<file path="src/rtl/serial_subtractor_pkg.sv">
// -----------------------------------------------------------------------------
// serial_subtractor_pkg
// Shared definitions for the bit-serial subtractor: FSM state encoding and the
// default operand width.
// -----------------------------------------------------------------------------
package serial_subtractor_pkg;

  typedef enum logic [1:0] {
    IDLE = 2'd0,
    RUN  = 2'd1,
    DONE = 2'd2
  } state_t;

  localparam int DEFAULT_WIDTH = 32;

endpackage

</file>
<file path="src/rtl/serial_subtractor_sub1.sv">
// -----------------------------------------------------------------------------
// sub1
// Purely combinational 1-bit full subtractor: {Bout, d} = A - B - Bin.
//
// Ports:
//   A    : minuend bit
//   B    : subtrahend bit
//   Bin  : borrow in from the previous (less significant) bit
//   d    : difference bit
//   Bout : borrow out to the next (more significant) bit
// -----------------------------------------------------------------------------
module sub1 (
  input  logic A,
  input  logic B,
  input  logic Bin,
  output logic d,
  output logic Bout
);

  assign d    = A ^ B ^ Bin;
  // Borrow out when the minuend bit cannot cover B, or when A == B and a
  // borrow is already pending from below.
  assign Bout = (~A & B) | (~(A ^ B) & Bin);

endmodule

</file>
<file path="src/rtl/serial_subtractor.sv">
// -----------------------------------------------------------------------------
// serial_subtractor
// Bit-serial two's-complement subtractor computing A - B one bit per cycle,
// LSB first, using one sub1 cell and a single borrow flip-flop.
//
// Optional feature macro: SERIAL_SUBTRACTOR_CMP_EN adds the Zero and Less
// compare outputs.
//
// Ports:
//   clk      : rising-edge clock
//   reset    : synchronous, active-high reset
//   start    : request, sampled only while idle
//   A, B     : minuend / subtrahend, captured on the accepting edge
//   busy     : high while the operation is in progress and in its done cycle
//   done     : one-cycle pulse, results valid from this cycle on
//   diff     : A - B modulo 2^WIDTH
//   Borrow   : 1 iff unsigned A < B
//   Overflow : signed overflow of A - B
//   Zero     : (CMP_EN only) diff == 0
//   Less     : (CMP_EN only) signed A < B
// -----------------------------------------------------------------------------
module serial_subtractor
  import serial_subtractor_pkg::*;
#(
  parameter int WIDTH = DEFAULT_WIDTH
) (
  input  logic             clk,
  input  logic             reset,
  input  logic             start,
  input  logic [WIDTH-1:0] A,
  input  logic [WIDTH-1:0] B,
  output logic             busy,
  output logic             done,
  output logic [WIDTH-1:0] diff,
  output logic             Borrow,
  output logic             Overflow
`ifdef SERIAL_SUBTRACTOR_CMP_EN
  ,
  output logic             Zero,
  output logic             Less
`endif
);

  localparam int            CW   = $clog2(WIDTH);
  localparam logic [CW-1:0] LAST = CW'(WIDTH - 1);

  state_t           state;
  logic [WIDTH-1:0] a_sr;
  logic [WIDTH-1:0] b_sr;
  logic [WIDTH-1:0] res_sr;
  logic [WIDTH-1:0] res_next;
  logic [CW-1:0]    cnt;
  logic             borrow;
  logic             a_msb;
  logic             b_msb;
  logic             cell_d;
  logic             cell_bout;
  logic             ovf_next;

  sub1 u_cell (
    .A    (a_sr[0]),
    .B    (b_sr[0]),
    .Bin  (borrow),
    .d    (cell_d),
    .Bout (cell_bout)
  );

  // Result register shifts right with the new difference bit entering at the
  // MSB; after WIDTH steps it holds the full difference in natural order.
  // NOTE: every signal driven here is assigned unconditionally, so no latch
  // can be inferred.
  always_comb begin
    res_next = (res_sr >> 1) | (WIDTH'(cell_d) << (WIDTH - 1));
    // Operands of opposite sign whose difference flips away from A's sign.
    ovf_next = (a_msb ^ b_msb) & (cell_d ^ a_msb);
  end

  // NOTE: all state uses non-blocking assignments so each register samples
  // the pre-edge value of every other register.
  always_ff @(posedge clk) begin
    // NOTE: reset is synchronous and overrides every other action, including
    // an operation in flight; all registers are plain flops and are cleared.
    if (reset) begin
      state    <= IDLE;
      busy     <= 1'b0;
      done     <= 1'b0;
      diff     <= '0;
      Borrow   <= 1'b0;
      Overflow <= 1'b0;
`ifdef SERIAL_SUBTRACTOR_CMP_EN
      Zero     <= 1'b0;
      Less     <= 1'b0;
`endif
      a_sr     <= '0;
      b_sr     <= '0;
      res_sr   <= '0;
      cnt      <= '0;
      borrow   <= 1'b0;
      a_msb    <= 1'b0;
      b_msb    <= 1'b0;
    end else begin
      case (state)
        IDLE: begin
          done <= 1'b0;
          if (start) begin
            a_sr   <= A;
            b_sr   <= B;
            a_msb  <= A[WIDTH-1];
            b_msb  <= B[WIDTH-1];
            res_sr <= '0;
            cnt    <= '0;
            borrow <= 1'b0;
            busy   <= 1'b1;
            state  <= RUN;
          end
        end

        RUN: begin
          a_sr   <= a_sr >> 1;
          b_sr   <= b_sr >> 1;
          res_sr <= res_next;
          borrow <= cell_bout;
          if (cnt == LAST) begin
            // Final (MSB) step: publish results; the counter is left at its
            // last value rather than wrapping.
            diff     <= res_next;
            Borrow   <= cell_bout;
            Overflow <= ovf_next;
`ifdef SERIAL_SUBTRACTOR_CMP_EN
            Zero     <= (res_next == '0);
            Less     <= cell_d ^ ovf_next;
`endif
            done     <= 1'b1;
            state    <= DONE;
          end else begin
            cnt <= cnt + 1'b1;
          end
        end

        DONE: begin
          done  <= 1'b0;
          busy  <= 1'b0;
          state <= IDLE;
        end

        default: begin
          done  <= 1'b0;
          busy  <= 1'b0;
          state <= IDLE;
        end
      endcase
    end
  end

endmodule

</file>
<file path="config.mk">
export PLATFORM = sky130hd
export DESIGN_NAME = serial_subtractor
export DESIGN_NICKNAME = d
export VERILOG_FILES = /design/src/rtl/serial_subtractor_pkg.sv /design/src/rtl/serial_subtractor_sub1.sv /design/src/rtl/serial_subtractor.sv
export SDC_FILE = /design/constraint.sdc
export NUM_CORES = 1
export LEC_CHECK = 0
export CORE_ASPECT_RATIO = 1.4
export CORE_MARGIN = 2
export CORE_UTILIZATION = 37
export CTS_BUF_LIST = sky130_fd_sc_hd__clkbuf_4 sky130_fd_sc_hd__clkbuf_8 sky130_fd_sc_hd__clkbuf_16
export DETAILED_ROUTE_END_ITERATION = 10
export PLACE_DENSITY_LB_ADDON = 0.05
export SYNTH_ARGS = -nofsm -noshare
export SYNTH_HDL_FRONTEND = slang
export SYNTH_SLANG_ARGS = --single-unit
</file>
<file path="constraint.sdc">
create_clock -name clk -period 2.05 [get_ports clk]
set_input_delay 0.3075 -clock clk [delete_from_list [all_inputs] [get_ports clk]]
set_output_delay 0.3075 -clock clk [all_outputs]
set_load 0.01 [all_outputs]
</file>
## After elaboration in Yosys (flattened, before gate mapping)

Index checks and enable logic that the tools add are counted.

- Output and inout bits: 36
- Register bits: 142
- Logic and storage cells: 56

- Bitwise logic cells: 12
- Reductions and logical operators: 9
- Equality and inequality tests: 5
- Add/sub/neg operators: 1
- Muxes and demuxes: 16

Operators by type and width:

| operator | count |
|---|---|
| case mux 32 bit (2 select lines) | 3 |
| 2-to-1 mux 32 bit | 3 |
| OR 31 x 32 -> 32 bit | 1 |
| 2-to-1 mux 5 bit | 2 |
| case mux 5 bit (2 select lines) | 1 |
| AND reduction 2 bit | 5 |
| inequality test 2 bit, second input constant | 3 |
| adder 5 x 1 -> 5 bit, second input constant | 1 |
| equality test 5 bit, second input constant | 1 |
| 2-to-1 mux 2 bit | 2 |
| case mux 1 bit (2 select lines) | 2 |
| case mux 2 bit (2 select lines) | 1 |
| XOR 1 bit | 4 |
| AND 1 bit | 3 |
| NOT 1 bit | 3 |
| AND reduction 3 bit | 1 |
| equality test 2 x 1 -> 1 bit, second input constant | 1 |
| zero test 2 bit | 1 |
| 2-to-1 mux 1 bit | 2 |
| nonzero test 2 bit | 1 |
| OR reduction 2 bit | 1 |
| OR 1 bit | 1 |

## Longest topological paths before layout

- Depth in word-level cells: 5
- Gate-level depth with buffers: 8
- Mapped depth without buffers: 6

## Modules after synthesis

Synthesis repeated with hierarchy kept, for this count alone.

- Cells, all modules: 567
- Area total of the unflattened synthesis: 5,896.9 µm²

By module, submodules not included:

| module | instances | area an instance (µm²) | cells an instance |
|---|---|---|---|
| serial_subtractor | 1 | 5,869.4 | 564 |
| sub1 | 1 | 27.5 | 3 |

## Worst setup path after synthesis

OpenSTA, ideal clock, no wires.

- Kind: reg-to-reg
- Start: register cnt[0]
- End: register cnt[3]
- Data required time: 1.933 ns
- Path slack: 0.359 ns
- Library setup time: 0.117 ns
- Cell stages (with the launch flop): 8
- Data arrival time: 1.574 ns
- Cells stage by stage: dfxtp_1 ha_1 and3_1 ha_1 clkbuf_1 and4b_1 o22ai_1 a22o_1

- Longest elaborated chain between the ends: 3
- Elaborated cells on any way between the ends: 6
- Those cells by class: add/sub (1); eq/ne (2); mux (2); reduce/logical (1)

RTL lines:

| item | RTL line | text |
|---|---|---|
| from (decl) | serial_subtractor.sv:52 | `logic [CW-1:0] cnt;` |
| from (signal assigned) | serial_subtractor.sv:136 | `cnt <= cnt + 1'b1;` |
| adder 5 x 1 -> 5 bit or equality test 5 bit (tied branches) | serial_subtractor.sv:136, serial_subtractor.sv:123 |  |
| 2-to-1 mux 5 bit or inequality test 2 bit (tied branches) | -- |  |
| case mux 5 bit (2 select lines) or AND reduction 3 bit (tied branches) | -- |  |

Parallel ways exist; a longest one is shown, timed or not. The select of a mux whose other input is x is not followed.
A chain may end at the register's enable or synchronous reset.

## Final worst setup path

Ends and elaborated chain as after synthesis.

==> flow_summary.toml <==
[sta]
setup_slack_ns = 0.264
period_needed_ns = 1.79
tightest_slew_ns = 0.725
hold-worst-slack_ns = 0.212
hold_violations = 0
rsz0062_at_grt = "no"
finalCritPeriodShare = 0.871
setup-tns-final_ns = 0
timing.fmax_mhz = 560
fin_skew_ns = 0.00887
max-slew-margin-rel = 0.516
setup_viol = 0
slew_viol_final = 0

[floorplan]
die_w_um = 111
num_rows = 54
die_h_um = 153
start_util = 0.377
pin_count = 103
core_um2 = 15600
die-area_um2 = 17000

[critical_path]
cp_max_fo = 9
cp-end-kind = "register"
worstPathArrival_ns = 2.08
critPathRequiredTime_ns = 2.35
path_class = "reg -> reg"
start_kind = "register"
r2r_slack_ns = 0.26
r2r_start = "cnt[0]"
r2r_end = "cnt[3]"
r2r_cells = 6

[cts]
cts-root-buf = "clkbuf_16"
post_cts_buffers = 0
path_clk_slew_ns = 0.06
cts-buffers-inserted = 17
ctsResizeCount = 0
cts.path.max_buffers = 2
cts.sinks = 141
cts_tree = "built"
ctsHoldBuffers = 0
clock_latency_ns = 0.41
cts_max_level = 4

[drt]
drtAntennaViolNets = 0
via_per_inst = 4.97
drc = 0
wl_per_cell_um = 14.4
wl_um = 12400
vias = 4277
dr.pass1.iters = 4
initialDrtViolationCount = 156

[logic_synthesis]
synthArstFlopShare = 0
synthTopCellsByArea = "dfxtp_1 (48%), a211oi_2 (12%), mux2i_1 (10%)"
synthFlopType = "dfxtp_1"
seq_area_frac_synth = 0.479
synth_nets = 638
synth-edff-count = 0
ys_types = 36
ys.warnings.count = 0
avgSynthCellArea_um2 = 10.4
synthCells = 567
netlist_area_um2 = 5890
yosysTopAreaCellShare = 0.479
synth-seq-cells = 141
synth_top_cell_by_area = "dfxtp_1"

[grt]
antenna_found_initial = 0
grt_pass1_vias = 4346
grt_pass1_wl_um = 21200
grt_max_degree = 72
track_usage = 0.151
gr-total-overflow = 0

[power_and_ir_drop]
p_leak_nw = 2.79
powerDensity_nw_per_um2 = 884
ir_worst_vdd_uv = 488
power_mw = 6.66

[layout]
antennaDiodeCount = 0
final_nets = 723
instances_no_fill = 861
drive_gt1_frac = 0.162
postLayoutCellArea_um2 = 7540
area_delta_synth_final_pct = 28.0
fin_util = 0.483

[hold_path]
worst_hold_path.endpoint = "cnt[0]"
worst_hold_path_type = "in -> reg"
hold_depth = 2
hold_start = "reset"

[outcome]
run_status = "finished, final reports clean"

[placed_design]
dp_slack_ns = 0.145
port_buffers = 102
gp_congestion = 0.728
hpwlAfterDp_um = 8030
place_area_um2 = 6940
placed_cells = 829

[flow_run]
drv_cap = 0
-- sequential cells by signal (all words and copies together), names as in the netlist --
name,count
Borrow,1
Overflow,1
a_msb,1
a_sr,32
b_msb,1
b_sr,32
borrow,1
busy,1
cnt,5
diff,32
done,1
res_sr,31
state,2
-- cell usage after synthesis, types with 2 or more instances --
cell      number
mux2i_1       61
nand2b_1       4
clkbuf_1       8
buf_6         20
ha_1           3
a21oi_1       39
o21ai_0        2
nor3_1         4
nand2_1       69
and3b_1        2
nor3b_1        2
a211oi_2      56
a22o_1        34
a211oi_1       8
buf_4          3
o22ai_1        2
buf_2         17
nand3_1        4
inv_1          4
nor2_1        67
a31oi_1        3
dfxtp_1      141
-- layout make-up --
class                   instances  area (µm²)
clock buffers                  20         460
clock inverters                12         136
fillers                      1474        8070
inverters                       4        15.0
multi-input cells             373        2690
flip-flops and latches        141        2830
well taps                     196         245
repair buffers                115        1170
-- critical path: stages (launching register included) --
cell,delay (ns)
dfxtp_1,0.35
ha_1,0.23
and3_1,0.21
ha_1,0.29
and4b_1,0.33
o22ai_1,0.09
a22o_1,0.18
-- layer usage --
metal  share of wire  wire [µm]  track usage  up-vias
li1                -          -            -     2184
met4           0.011        135       0.0542        0
met3           0.040        503       0.0484        8
met1            0.46       5720        0.179     2012
met5               0          0            0        -
met2            0.49       6080        0.255       73
-- cells by family (layout without fill, tap and decap cells) --
kind of cell | count (synthesis) | in the layout | synth area share
flops | 141 | 141 | 0.479
simple gates | 161 | 161 | 0.118
fa+ha+maj | 4 | 4 | 0.00978
compound gates | 147 | 147 | 0.224
mux | 61 | 61 | 0.104
buf+inv | 53 | 151 | 0.0648
-- worst max-delay path by stage --
| stage | start | to | slack, ns | cells past startpoint |
|---|---|---|---|---|
| 2_1_floorplan | cnt[0] | cnt[3] | 0.36 | 7 |
| 3_3_place_gp | start | res_sr[12] | 0.19 | 4 |
| 3_5_place_dp | start | res_sr[27] | 0.15 | 4 |
| 4_1_cts | cnt[0] | cnt[3] | 0.27 | 6 |
| 5_1_grt | cnt[0] | diff[17] | 0.11 | 7 |
| 6_report | cnt[0] | cnt[3] | 0.26 | 6 |
-- cells in the final DEF (no fill, tap or decap), types with 3 or more instances in the layout --
cell type / n
a211oi_1: 8
a211oi_2: 56
a21oi_1: 39
a22o_1: 34
a31oi_1: 3
buf_12: 4
buf_4: 10
clkbuf_16: 17
clkdlybuf4s50_1: 101
clkinv_4: 4
dfxtp_1: 140
ha_1: 3
inv_1: 4
mux2i_1: 61
nand2_1: 69
nand2b_1: 4
nand3_1: 4
nor2_1: 67
nor3_1: 4
-- where the power goes --
group	switching, mW	internal, mW
clock network	1.19	1.88
logic	0.326	0.333
registers	0.0672	2.86
(Power assumes the default switching activity.)
